==> src/rtl/mbist_pkg.sv <==
`default_nettype none
// ============================================================================
// Module  : mbist_pkg
// Purpose : Shared types and constant March C- element table for the MBIST
//           march controller and its address generator.
// Contents: state_t (FSM states), elem_t (march element index),
//           march_elem_t (per-element direction / op count / r-w pattern),
//           march_table() lookup, march_up() direction helper.
// Revision: 1.0 - initial release
// ============================================================================
package mbist_pkg;

  typedef enum logic [1:0] {
    ST_IDLE  = 2'd0,
    ST_RUN   = 2'd1,
    ST_FLUSH = 2'd2,
    ST_DONE  = 2'd3
  } state_t;

  typedef logic [2:0] elem_t;

  localparam elem_t C_LAST_ELEM = 3'd5;

  // up     : 1 = ascending address order
  // nops   : operations per address (1 or 2)
  // rd/wr  : element contains a read / a write (read always comes first)
  // *_pat  : data background bit for read-expect / write
  typedef struct packed {
    logic       up;
    logic [1:0] nops;
    logic       rd;
    logic       wr;
    logic       rd_pat;
    logic       wr_pat;
  } march_elem_t;

  // March C-: up(w0); up(r0,w1); up(r1,w0); down(r0,w1); down(r1,w0); up(r0)
  function automatic march_elem_t march_table(input elem_t e);
    march_elem_t m;
    case (e)
      3'd0:    m = '{up: 1'b1, nops: 2'd1, rd: 1'b0, wr: 1'b1, rd_pat: 1'b0, wr_pat: 1'b0};
      3'd1:    m = '{up: 1'b1, nops: 2'd2, rd: 1'b1, wr: 1'b1, rd_pat: 1'b0, wr_pat: 1'b1};
      3'd2:    m = '{up: 1'b1, nops: 2'd2, rd: 1'b1, wr: 1'b1, rd_pat: 1'b1, wr_pat: 1'b0};
      3'd3:    m = '{up: 1'b0, nops: 2'd2, rd: 1'b1, wr: 1'b1, rd_pat: 1'b0, wr_pat: 1'b1};
      3'd4:    m = '{up: 1'b0, nops: 2'd2, rd: 1'b1, wr: 1'b1, rd_pat: 1'b1, wr_pat: 1'b0};
      3'd5:    m = '{up: 1'b1, nops: 2'd1, rd: 1'b1, wr: 1'b0, rd_pat: 1'b0, wr_pat: 1'b0};
      default: m = '0;
    endcase
    return m;
  endfunction

  function automatic logic march_up(input elem_t e);
    march_elem_t m;
    m = march_table(e);
    return m.up;
  endfunction

endpackage
`default_nettype wire

==> src/rtl/mbist_addr_gen.sv <==
`default_nettype none
// ============================================================================
// Module  : mbist_addr_gen
// Purpose : Up/down address counter with synchronous load, count enable and
//           a flag marking the final address in the current direction.
// Ports   : clk, rst_n       - clock, async active-low reset
//           load, load_val   - load a new start address (has priority)
//           en, up           - step the counter, direction select
//           addr, last       - current address, last-address-of-sweep flag
// Revision: 1.0 - initial release
// ============================================================================
module mbist_addr_gen #(
  parameter int ADDR_WIDTH = 6
) (
  input  logic                  clk,
  input  logic                  rst_n,
  input  logic                  load,
  input  logic [ADDR_WIDTH-1:0] load_val,
  input  logic                  en,
  input  logic                  up,
  output logic [ADDR_WIDTH-1:0] addr,
  output logic                  last
);

  localparam logic [ADDR_WIDTH-1:0] c_one = {{(ADDR_WIDTH-1){1'b0}}, 1'b1};

  logic [ADDR_WIDTH-1:0] r_addr;

  always_ff @(posedge clk or negedge rst_n) begin
    if (!rst_n) begin
      r_addr <= '0;
    end else if (load) begin
      r_addr <= load_val;
    end else if (en) begin
      r_addr <= up ? (r_addr + c_one) : (r_addr - c_one);
    end
  end

  assign addr = r_addr;
  assign last = up ? (r_addr == '1) : (r_addr == '0);

endmodule
`default_nettype wire

==> src/rtl/mbist_march_ctrl.sv <==
`default_nettype none
// ============================================================================
// Module  : mbist_march_ctrl
// Purpose : March C- memory BIST controller. Sequences 10N memory operations,
//           compares read data one cycle after each read strobe and records
//           the address of the first mismatch.
// Ports   : clk, rst_n            - clock, async active-low reset
//           start                 - launch pulse (honoured in IDLE/DONE only)
//           ram_rdata             - memory read data, one cycle after bist_re
//           NbarT                 - 1 while BIST owns the memory
//           bist_addr/wdata/we/re - memory command outputs
//           done, fail, fail_addr - completion, sticky fail, first bad address
// Revision: 1.0 - initial release
// ============================================================================
module mbist_march_ctrl
  import mbist_pkg::*;
#(
  parameter int ADDR_WIDTH = 6,
  parameter int DATA_WIDTH = 8
) (
  input  logic                  clk,
  input  logic                  rst_n,
  input  logic                  start,
  input  logic [DATA_WIDTH-1:0] ram_rdata,
  output logic                  NbarT,
  output logic [ADDR_WIDTH-1:0] bist_addr,
  output logic [DATA_WIDTH-1:0] bist_wdata,
  output logic                  bist_we,
  output logic                  bist_re,
  output logic                  done,
  output logic                  fail,
  output logic [ADDR_WIDTH-1:0] fail_addr
);

  state_t                r_state, w_state_nxt;
  elem_t                 r_elem;
  logic                  r_phase;        // 0 = first op at this address
  march_elem_t           w_cur;
  logic                  w_start, w_run;
  logic                  w_op_rd, w_op_wr;
  logic                  w_addr_done, w_elem_done, w_test_done;
  logic [ADDR_WIDTH-1:0] w_addr, w_load_val;
  logic                  w_addr_last, w_load, w_en;

  logic                  r_rd_vld;
  logic [DATA_WIDTH-1:0] r_exp;
  logic [ADDR_WIDTH-1:0] r_exp_addr;
  logic                  r_fail;
  logic [ADDR_WIDTH-1:0] r_fail_addr;

  assign w_cur   = march_table(r_elem);
  assign w_start = start && ((r_state == ST_IDLE) || (r_state == ST_DONE));
  assign w_run   = (r_state == ST_RUN);

  // Two-op elements read on phase 0 and write on phase 1.
  assign w_op_rd     = w_run && w_cur.rd && !r_phase;
  assign w_op_wr     = w_run && w_cur.wr && (r_phase || !w_cur.rd);
  assign w_addr_done = w_run && ((w_cur.nops == 2'd1) || r_phase);
  assign w_elem_done = w_addr_done && w_addr_last;
  assign w_test_done = w_elem_done && (r_elem == C_LAST_ELEM);

  // Reload the sweep start on the last op of an element so the next element
  // begins on the very next cycle.
  assign w_load     = w_start || (w_elem_done && !w_test_done);
  assign w_load_val = (w_start || march_up(r_elem + 3'd1)) ? '0 : '1;
  assign w_en       = w_addr_done && !w_addr_last;

  mbist_addr_gen #(
    .ADDR_WIDTH (ADDR_WIDTH)
  ) u_addr_gen (
    .clk      (clk),
    .rst_n    (rst_n),
    .load     (w_load),
    .load_val (w_load_val),
    .en       (w_en),
    .up       (w_cur.up),
    .addr     (w_addr),
    .last     (w_addr_last)
  );

  always_ff @(posedge clk or negedge rst_n) begin
    if (!rst_n) begin
      r_state <= ST_IDLE;
    end else begin
      r_state <= w_state_nxt;
    end
  end

  always_comb begin
    w_state_nxt = r_state;
    NbarT       = 1'b0;
    bist_addr   = '0;
    bist_wdata  = '0;
    bist_we     = 1'b0;
    bist_re     = 1'b0;
    done        = 1'b0;
    case (r_state)
      ST_IDLE: begin
        if (w_start) w_state_nxt = ST_RUN;
      end
      ST_RUN: begin
        NbarT      = 1'b1;
        bist_addr  = w_addr;
        bist_we    = w_op_wr;
        bist_re    = w_op_rd;
        bist_wdata = w_op_wr ? {DATA_WIDTH{w_cur.wr_pat}} : '0;
        if (w_test_done) w_state_nxt = ST_FLUSH;
      end
      ST_FLUSH: begin
        NbarT       = 1'b1;
        w_state_nxt = ST_DONE;
      end
      ST_DONE: begin
        done = 1'b1;
        if (w_start) w_state_nxt = ST_RUN;
      end
      default: w_state_nxt = ST_IDLE;
    endcase
  end

  always_ff @(posedge clk or negedge rst_n) begin
    if (!rst_n) begin
      r_elem  <= '0;
      r_phase <= 1'b0;
    end else if (w_start) begin
      r_elem  <= '0;
      r_phase <= 1'b0;
    end else if (w_run) begin
      if (w_addr_done) begin
        r_phase <= 1'b0;
        if (w_elem_done && !w_test_done) r_elem <= r_elem + 3'd1;
      end else begin
        r_phase <= 1'b1;
      end
    end
  end

  // Expected data and address travel one cycle behind the read strobe to
  // line up with the synchronous memory's read data.
  always_ff @(posedge clk or negedge rst_n) begin
    if (!rst_n) begin
      r_rd_vld   <= 1'b0;
      r_exp      <= '0;
      r_exp_addr <= '0;
    end else begin
      r_rd_vld   <= w_op_rd;
      r_exp      <= {DATA_WIDTH{w_cur.rd_pat}};
      r_exp_addr <= w_addr;
    end
  end

  always_ff @(posedge clk or negedge rst_n) begin
    if (!rst_n) begin
      r_fail      <= 1'b0;
      r_fail_addr <= '0;
    end else if (w_start) begin
      r_fail      <= 1'b0;
      r_fail_addr <= '0;
    end else if (r_rd_vld && (ram_rdata != r_exp) && !r_fail) begin
      r_fail      <= 1'b1;
      r_fail_addr <= r_exp_addr;
    end
  end

  assign fail      = r_fail;
  assign fail_addr = r_fail_addr;

endmodule
`default_nettype wire

==> config.mk <==
export PLATFORM = sky130hd
export DESIGN_NAME = mbist_march_ctrl
export DESIGN_NICKNAME = d
export VERILOG_FILES = /design/src/rtl/mbist_pkg.sv /design/src/rtl/mbist_addr_gen.sv /design/src/rtl/mbist_march_ctrl.sv
export SDC_FILE = /design/constraint.sdc
export NUM_CORES = 1
export LEC_CHECK = 0
export BUFFER_PORTS_ARGS = -buffer_cell sky130_fd_sc_hd__buf_2
export CORE_MARGIN = 3
export CORE_UTILIZATION = 56
export CTS_BUF_LIST = sky130_fd_sc_hd__clkbuf_8
export CTS_CLUSTER_SIZE = 25
export DETAILED_ROUTE_END_ITERATION = 16
export PLACE_DENSITY = 0.82
export SYNTH_ARGS = -nofsm -noshare
export SYNTH_HDL_FRONTEND = slang
export SYNTH_SLANG_ARGS = --single-unit
==> constraint.sdc <==
create_clock -name clk -period 3.3 [get_ports clk]
set_input_delay 0.33 -clock clk [delete_from_list [all_inputs] [get_ports clk]]
set_output_delay 0.33 -clock clk [all_outputs]
set_load 0.01 [all_outputs]
# After elaboration in Yosys (flattened, before gate mapping)
# Cells that the tools add are included.
# word_totals
latchBits	0
ramBits	0
romBits	0
ff_bits	27
out_inout_bits	25
mem_count	0
# op_classes
reduce_logical	35
shift	0
add_sub_neg	3
n_eq_ne	18
n_bitwise	0
div_mod_pow	0
n_mux	28
mul	0
n_lt_le_gt_ge	0
# op_table
op	n
case mux 7 bit (6 select lines)	2
two-way mux 6 bit	7
two-way mux 8 bit	2
== test 3 x 2 -> 1 bit, second input constant	4
== test 3 bit, second input constant	4
logical AND 1 bit	12
two-way mux 3 bit	4
two-way mux 1 bit	10
nonzero test 2 bit	5
!= test 8 bit	1
adder 6 x 1 -> 6 bit, second input constant	1
== test 3 x 1 -> 1 bit, second input constant	2
== test 6 bit, second input constant	1
zero test 3 bit	2
zero test 6 bit	1
case mux 2 bit (3 select lines)	1
subtractor 6 x 1 -> 6 bit, second input constant	1
zero test 1 bit	5
logical OR 1 bit	5
== test 2 x 1 -> 1 bit, second input constant	2
== test 2 bit, second input constant	2
two-way mux 2 bit	2
!= test 2 x 1 -> 1 bit, second input constant	2
OR reduction 2 bit	2
4 further kinds	4

# Logic depth before layout (Yosys ltp)
# Gate-level depths: netlist of run 1.
# depth
depth_word	13
ltp_mapped	8

# By module
# A second synthesis of run 1 with hierarchy kept.
# hier_totals
cells_unflattened	177
area_unflattened_um2	1739.2
# modules_own_cells
mod	seq_area_each_um2	area_per_inst_um2	n_inst	cells_per_inst
mbist_march_ctrl	525.5	1262.5	1	124
mbist_addr_gen	150.1	476.7	1	53

# Worst setup path after synthesis of run 1
# OpenSTA, ideal clock, no wires.
# synth_timing
path_type	register -> output
start	register r_elem[0]
end	output port bist_wdata[1]
setup_slack_ps	348
t_required_ps	2970
stages_incl_launch_ff	8
n_path_buf	1
arrival_time_ps	2622
path_cell_list	dfrtp_1 -> inv_1 -> ha_1 -> or4b_1 -> o21ai_0 -> a22oi_1 -> nor4_1 -> buf_4
# synth_between
elab_chain_len	7
elab_cells_between_ends	13
cone_classes	eq/ne (5); mux (3); reduce/logical (5)
# synth_lines
item	line	rtl
start, declared	mbist_march_ctrl.sv:36	elem_t r_elem;
start signal, assigned	mbist_march_ctrl.sv:131	if (w_elem_done && !w_test_done) r_elem <= r_elem + 3'd1;
== test 3 bit (tied with other cells)	mbist_pkg.sv:40	case (e)
case mux 7 bit (6 select lines) *	mbist_pkg.sv:40	
zero test 1 bit	mbist_march_ctrl.sv:57	assign w_op_wr = w_run && w_cur.wr && (r_phase || !w_cur.rd);
logical OR 1 bit	mbist_march_ctrl.sv:57	
logical AND 1 bit	mbist_march_ctrl.sv:57	
two-way mux 8 bit *	mbist_march_ctrl.sv:106	bist_wdata = w_op_wr ? {DATA_WIDTH{w_cur.wr_pat}} : '0;
two-way mux 8 bit *	mbist_march_ctrl.sv:97	case (r_state)
end, declared	mbist_march_ctrl.sv:27	output logic [DATA_WIDTH-1:0] bist_wdata,
# Mark *: on every way between the ends. The rest lies on a longest branch, timed or not.

# Final worst setup path of run 1
# layout_timing
start	register r_elem[0]
end	output port bist_wdata[6]
# Same word-level chain as after synthesis.

==> results.toml, run 1 <==
[power]
p_leak_nw = 0.967
irDropWorstVdd_uv = 466
power_w = 0.000962
power_density_nw_per_um2 = 524

[clock_network]
cts_tree = "done"
numCtsBuffers = 3
clock_sinks = 27
clkTransAtPathRegs_ps = 100
postCtsSetupBuffers = 0
cts_buffer_depth = 2
post_cts_resized = 0
insertion_delay_ps = 280
htreeDepth = 1
cts_hold_buf = 0
root_buffer = "clkbuf_8"

[setup_path]
start_kind = "register"
critPathMaxFanout = 8
critPathKind = "register to primary output"
crit_required_ps = 2970
endpoint_kind = "primary output"
crit_arrival_ps = 2690

[timing]
slew_viol_final = 0
rsz0062_at_grt = "no"
fin_crit_sh_pct = 91.6
hold_viol_final = 0
fmax_ghz = 0.331
slew_headroom_pct = 34.1
skew_ps = 1.84
setup_tns_ps = 0
finalSetupViolCount = 0
period_minus_slack_ps = 3020
worst_slew_pin_slew_ps = 986

[synth]
synthAdderAreaFrac_pct = 10.4
yosys.area_share.simple_pct = 18.3
synth_top_cell_by_area = "dfrtp_1"
yosysUniqueCellTypes = 45
synth_compound_area_share_pct = 11.8
synth_seq_area_share_pct = 41.3
async_reset_ff_share_pct = 100
synthFlopType = "dfrtp_1"
synth_top_family_by_area = "simple AND/OR/NAND/NOR gates"
syn_avg_cell_area_um2 = 10.2
yosys_register_bits = 27
netlist.area_leader.share_pct = 41.3
syn-num-nets = 185
synth_xor_area_share_pct = 2.68
syn-cell-area_um2 = 1640
syn_inst = 161
synthMuxAreaShare_pct = 8.72
ys_warn_count = 0
synth.area.top_cells = "dfrtp_1 (41%), ha_1 (9.2%), mux2i_1 (7.3%)"
synth_edf_count = 0

[detailed_routing]
dr.pass1.iters = 4
drt_iter0_markers = 32
ant_nets = 0
drcViolationCount = 0
wl_met2_mm = 1.71
dr.max_layer_used = "met4"
dr_wl_met3_um = 183
viasPerCell = 5.81
wl_mm = 3.31
wl_met1_mm = 1.35
vias = 1278
wl_per_cell_um = 15.0

[layout]
nNetsFinal = 215
syn_to_final_growth_pct = 12.1
layout_commonest_cell = "buf_2"
drive_gt1_share_pct = 27.9
final_cell_mix = "buf_2 (35), dfrtp_1 (27), nor2_1 (17)"
antenna_cells = 0

[global_routing]
grt_max_degree = 28
antenna_found_initial = 0
grt.total_usage_pct = 20.5
grt_pass1_vias = 1303
grt_overflow = 0
grt_pass1_wl_mm = 5.50

[run_status]
status = "finished, final reports clean"

[run]
cap_violations = 0

[floorplan]
coreArea_um2 = 2640
rows = 18
die-area_um2 = 3610
die_x_um = 60.1
io-pin-count = 36
die_h_um = 60.1
initial_core_util_pct = 62.1

[placement]
port_buffers = 35
routabilityCongestion = 0.785
place_hpwl_mm = 2.50

[worst_hold_path]
hold_path.class = "input port to asynchronous set/reset pin"
==> path summary, 6_finish.rpt <==
| check | from | to | slack, ps | cells past startpoint |
|---|---|---|---|---|
| worst max-delay path | r_elem[0] | bist_wdata[6] | 280 | 7 |
| worst min-delay path | rst_n | fail_addr[4] | 40 | 1 |
| worst max register to register | r_elem[0] | u_addr_gen.addr[5] | 460 | 7 |
| worst min register to register | u_addr_gen.addr[1] | r_exp_addr[1] | 470 | 0 |
| max in group asynchronous | rst_n | u_addr_gen.addr[1] | 2870 | 1 |
| min in group clk | start | r_state[1] | 350 | 3 |
==> state kept, by name (all words and copies together) (netlist names) <==
register	count
r_state	2
r_elem	3
fail	1
r_exp	1
u_addr_gen.addr	6
r_exp_addr	6
r_phase	1
fail_addr	6
r_rd_vld	1
==> synthesized netlist by cell type (2+ instances only) <==
cell	count
dfrtp_1	27
nor2_1	17
ha_1	12
mux2i_1	12
inv_1	10
a21oi_1	7
buf_4	7
nand2_1	6
o21ai_0	6
and2_1	5
nor3_1	5
xnor2_1	5
or2_2	3
a211oi_1	2
clkbuf_1	2
mux2_2	2
nand4_1	2
nor4_1	2
o21a_1	2
or4_1	2
==> layer usage <==
metal  vias to the layer above  global-route usage, %
li1                        619                      -
met1                       607                   24.1
met2                        43                   35.8
met3                         9                   3.67
met4                         0                   9.81
met5                         -                      0
==> final cells by class <==
class | instances | area, um2
clock buffer | 3 | 41.3
clock inverter | 1 | 8.76
fill | 201 | 801
inverter | 11 | 41.3
multi-input combinational | 113 | 855
sequential | 27 | 676
tap | 30 | 37.5
timing repair buffer | 35 | 175
==> through the flow <==
| stage | instances | cell area (um2) | worst slack, ps | util, % | hold slack, ps |
|---|---|---|---|---|---|
| after floorplan | 161 | 1640 | 348 | - | 34.4 |
| after global placement | 216 | 1780 | 616 | 67.5 | 358 |
| after detailed placement | 216 | 1780 | 352 | 67.5 | 368 |
| after CTS | 220 | 1830 | 31.9 | 69.4 | 57.6 |
| after global routing | 220 | 1830 | 61.7 | 69.6 | 66.6 |
| final | 220 | 1830 | 276 | 69.6 | 40.3 |
==> power by group <==
| group | internal, W | leakage, nW | switching (W) |
|---|---|---|---|
| Sequential | 0.000373 | 0.367 | 0.0000389 |
| Combinational | 0.000141 | 0.574 | 0.000210 |
| Clock | 0.0000888 | 0.0261 | 0.000111 |
==> kinds of logic after synthesis <==
kind of cell | after synthesis
AOI/OAI and AO/OA | 28
xor gates and xnor gates | 5
adders and majority gates | 13
buffers and inverters | 21
DFF | 27
muxes | 14
and+or+nand+nor | 53
==> critical path: stages, from the launching register on <==
cell     delay [ps]
dfrtp_1         460
inv_1           150
ha_1            240
or4b_1          580
o21ai_0         200
a22oi_1         120
nor4_2          420
buf_2           240
(Power assumes the default switching activity.)
==> inputs of run 2 (changes only) <==
--- a/config.mk
+++ b/config.mk
@@ -5,9 +5,11 @@
 export SDC_FILE = /design/constraint.sdc
 export NUM_CORES = 1
 export LEC_CHECK = 0
+export ABC_AREA = 1
 export BUFFER_PORTS_ARGS = -buffer_cell sky130_fd_sc_hd__buf_2
+export CAP_MARGIN = 0
 export CORE_MARGIN = 3
-export CORE_UTILIZATION = 56
+export CORE_UTILIZATION = 57
 export CTS_BUF_LIST = sky130_fd_sc_hd__clkbuf_8
 export CTS_CLUSTER_SIZE = 25
 export DETAILED_ROUTE_END_ITERATION = 16
==> run 2 against run 1 <==
Against the previous run:
- combinational power grew to 3.9 times the previous value
- synthesized cell count up 39%
- count of clock-buffer cells in the layout unchanged
- synthesized area up 9.6%
- hold slack improved by 10 ps
- setup slack better by 380 ps
- sequential share of layout area is 3.0 points lower
- sequential cell count stayed put
- via count up 19%
- routed wire length increased by 5.8%
- first-iteration DRC count is 84% higher
- critical path depth grew 3
- critical path type unchanged
- critical endpoint is now bist_wdata[3]
- largest power group is now combinational logic
==> results.toml, run 2 <==
[clock_network]
post_cts_resized = 0
clock_sinks = 27
postCtsSetupBuffers = 0
cts_buffer_depth = 2
cts_hold_buf = 0
insertion_delay_ps = 280
clkTransAtPathRegs_ps = 100
cts_tree = "done"
htreeDepth = 1
root_buffer = "clkbuf_8"
numCtsBuffers = 3

[synth]
yosys-top-cells-count = "nand2_1 (62), dfrtp_1 (27), inv_1 (23), nand3_1 (21), ha_1 (12)"
ys_warn_count = 0
synthFlopType = "dfrtp_1"
synth_seq_area_share_pct = 37.7
synth_top_cell_by_area = "dfrtp_1"
synth_edf_count = 0
yosysMostFrequentCell = "nand2_1"
syn-num-nets = 248
async_reset_ff_share_pct = 100
syn_inst = 224
syn_avg_cell_area_um2 = 8.00
synth.area.top_cells = "dfrtp_1 (38%), nand2_1 (13%), ha_1 (8.4%)"
netlist.area_leader.share_pct = 37.7
yosysUniqueCellTypes = 32
yosys_register_bits = 27
syn-cell-area_um2 = 1790

[run_status]
status = "finished, final reports clean"

[layout]
layout_commonest_cell = "nand2_1"
fin_util_pct = 69.4
syn_to_final_growth_pct = 11.4
final_cell_mix = "nand2_1 (62), buf_2 (35), dfrtp_1 (27)"
nNetsFinal = 277
drive_gt1_share_pct = 25.8
antenna_cells = 0

[detailed_routing]
vias = 1517
viasPerCell = 5.16
wl_mm = 3.50
ant_nets = 0
dr.pass1.iters = 4
wl_per_cell_um = 11.9
drt_iter0_markers = 59
drcViolationCount = 0

[run]
cap_violations = 0

[setup_path]
reg2regPathDepth = 16
crit_arrival_ps = 2310
cp_slowest_stage_delay_ps = 460
critPathMaxFanout = 8
critPathKind = "register to primary output"
endpoint_kind = "primary output"
crit_path_cell_trace = "inv_2 -> ha_1 -> nand2_1 -> nand2_4 -> nor2_4 -> nand2_1 -> nand2_1 -> nand3_1 -> nor3_1 -> buf_2"
cpMostUsedCell = "nand2_1"
slowest_stage = "nor3_1"
crit_required_ps = 2970
start_kind = "register"

[floorplan]
die-area_um2 = 3850
die_x_um = 62.1
initial_core_util_pct = 62.3
die_h_um = 62.1
io-pin-count = 36
rows = 19
coreArea_um2 = 2880

[global_routing]
grt_max_degree = 31
busiest_layer = "met2"
antenna_found_initial = 0
grt.met1_usage_pct = 24.0
grt_use_met2_pct = 35.1
grt.total_usage_pct = 19.8
grt_util_met3_pct = 4.34
grt_pass1_wl_mm = 5.68
grt_pass1_vias = 1371
grt_overflow = 0

[power]
power_density_nw_per_um2 = 1070
irDropWorstVdd_uv = 680
p_leak_nw = 1.16

[timing]
rsz0062_at_grt = "no"
hold_viol_final = 0
slew_viol_final = 0
fin_crit_sh_pct = 80.0
period_minus_slack_ps = 2640
skew_ps = 1.98
setup_tns_ps = 0
fmax_ghz = 0.379
finalSetupViolCount = 0
slew_headroom_pct = 59.6
worst_slew_pin_slew_ps = 607

[worst_hold_path]
hold_path.class = "input port to asynchronous set/reset pin"

[placement]
place_hpwl_mm = 2.68
port_buffers = 35
routabilityCongestion = 0.852
-- run 2: changes by cell type after synthesis, sizes merged, moves of 4 or more --
cell / change
nand2: +65
nand3: +26
inv: +17
mux2i: -12
nand4: +6
nor2: -5
and2: -4
-- run 2: final timing paths --
path | slack, ps | startpoint | to
min reg2reg | 480 | r_exp_addr[0] | fail_addr[0]
max in group asynchronous | 2850 | rst_n | r_elem[1]
max | 660 | r_elem[0] | bist_wdata[3]
min in group clk | 400 | start | r_state[0]
max reg2reg | 1240 | r_elem[0] | u_addr_gen.addr[5]
min | 50 | rst_n | r_exp[0]
-- run 2: metal layers --
layer  part of all wire (%)  up-vias
li1                       -      768
met1                     44      712
met2                     50       33
met3                    5.1        4
met4                   0.74        0
met5                      0        -
-- run 2: critical path: cells and delay by family (launching register included) --
family | cells | cell delay (ps)
simple gates | 7 | 1010
flops | 1 | 450
buf+inv | 2 | 350
fa+ha+maj | 1 | 240
-- run 2: area by class of cell --
class,count,area (um2)
Multi-Input combinational cell,158,936
Fill cell,258,880
Sequential cell,27,676
Timing Repair Buffer,36,183
Inverter,27,101
Tap cell,42,52.6
Clock buffer,3,41.3
Clock inverter,1,7.51
-- run 2: logic make-up after synthesis --
logic type	after synthesis	share of synthesized area, %
XOR/XNOR	4	1.95
buffers and inverters	39	10.1
AO/OA/AOI/OAI	13	3.70
AND/OR/NAND/NOR	128	37.1
flip-flops	27	37.7
adder cells (fa/ha/maj)	13	9.49
-- run 2: power by group --
group,internal (W),leakage (nW),switching (W)
Combinational,0.000522,0.794,0.000839
Sequential,0.000469,0.348,0.000114
Clock,0.0000858,0.0217,0.000109
Total,0.00108,1.16,0.00106
-- run 2: stage by stage --
stage	area, um2	hold WS [ps]	cells	setup WS, ps	power (W)
2_1_floorplan	1790	34.4	224	921	0.00167
3_3_place_gp	1950	374	290	1090	0.00190
3_5_place_dp	1950	375	290	929	0.00196
4_1_cts	2000	64.9	294	626	0.00216
5_1_grt	2000	87.3	294	332	0.00237
6_report	2000	50.8	294	659	0.00214
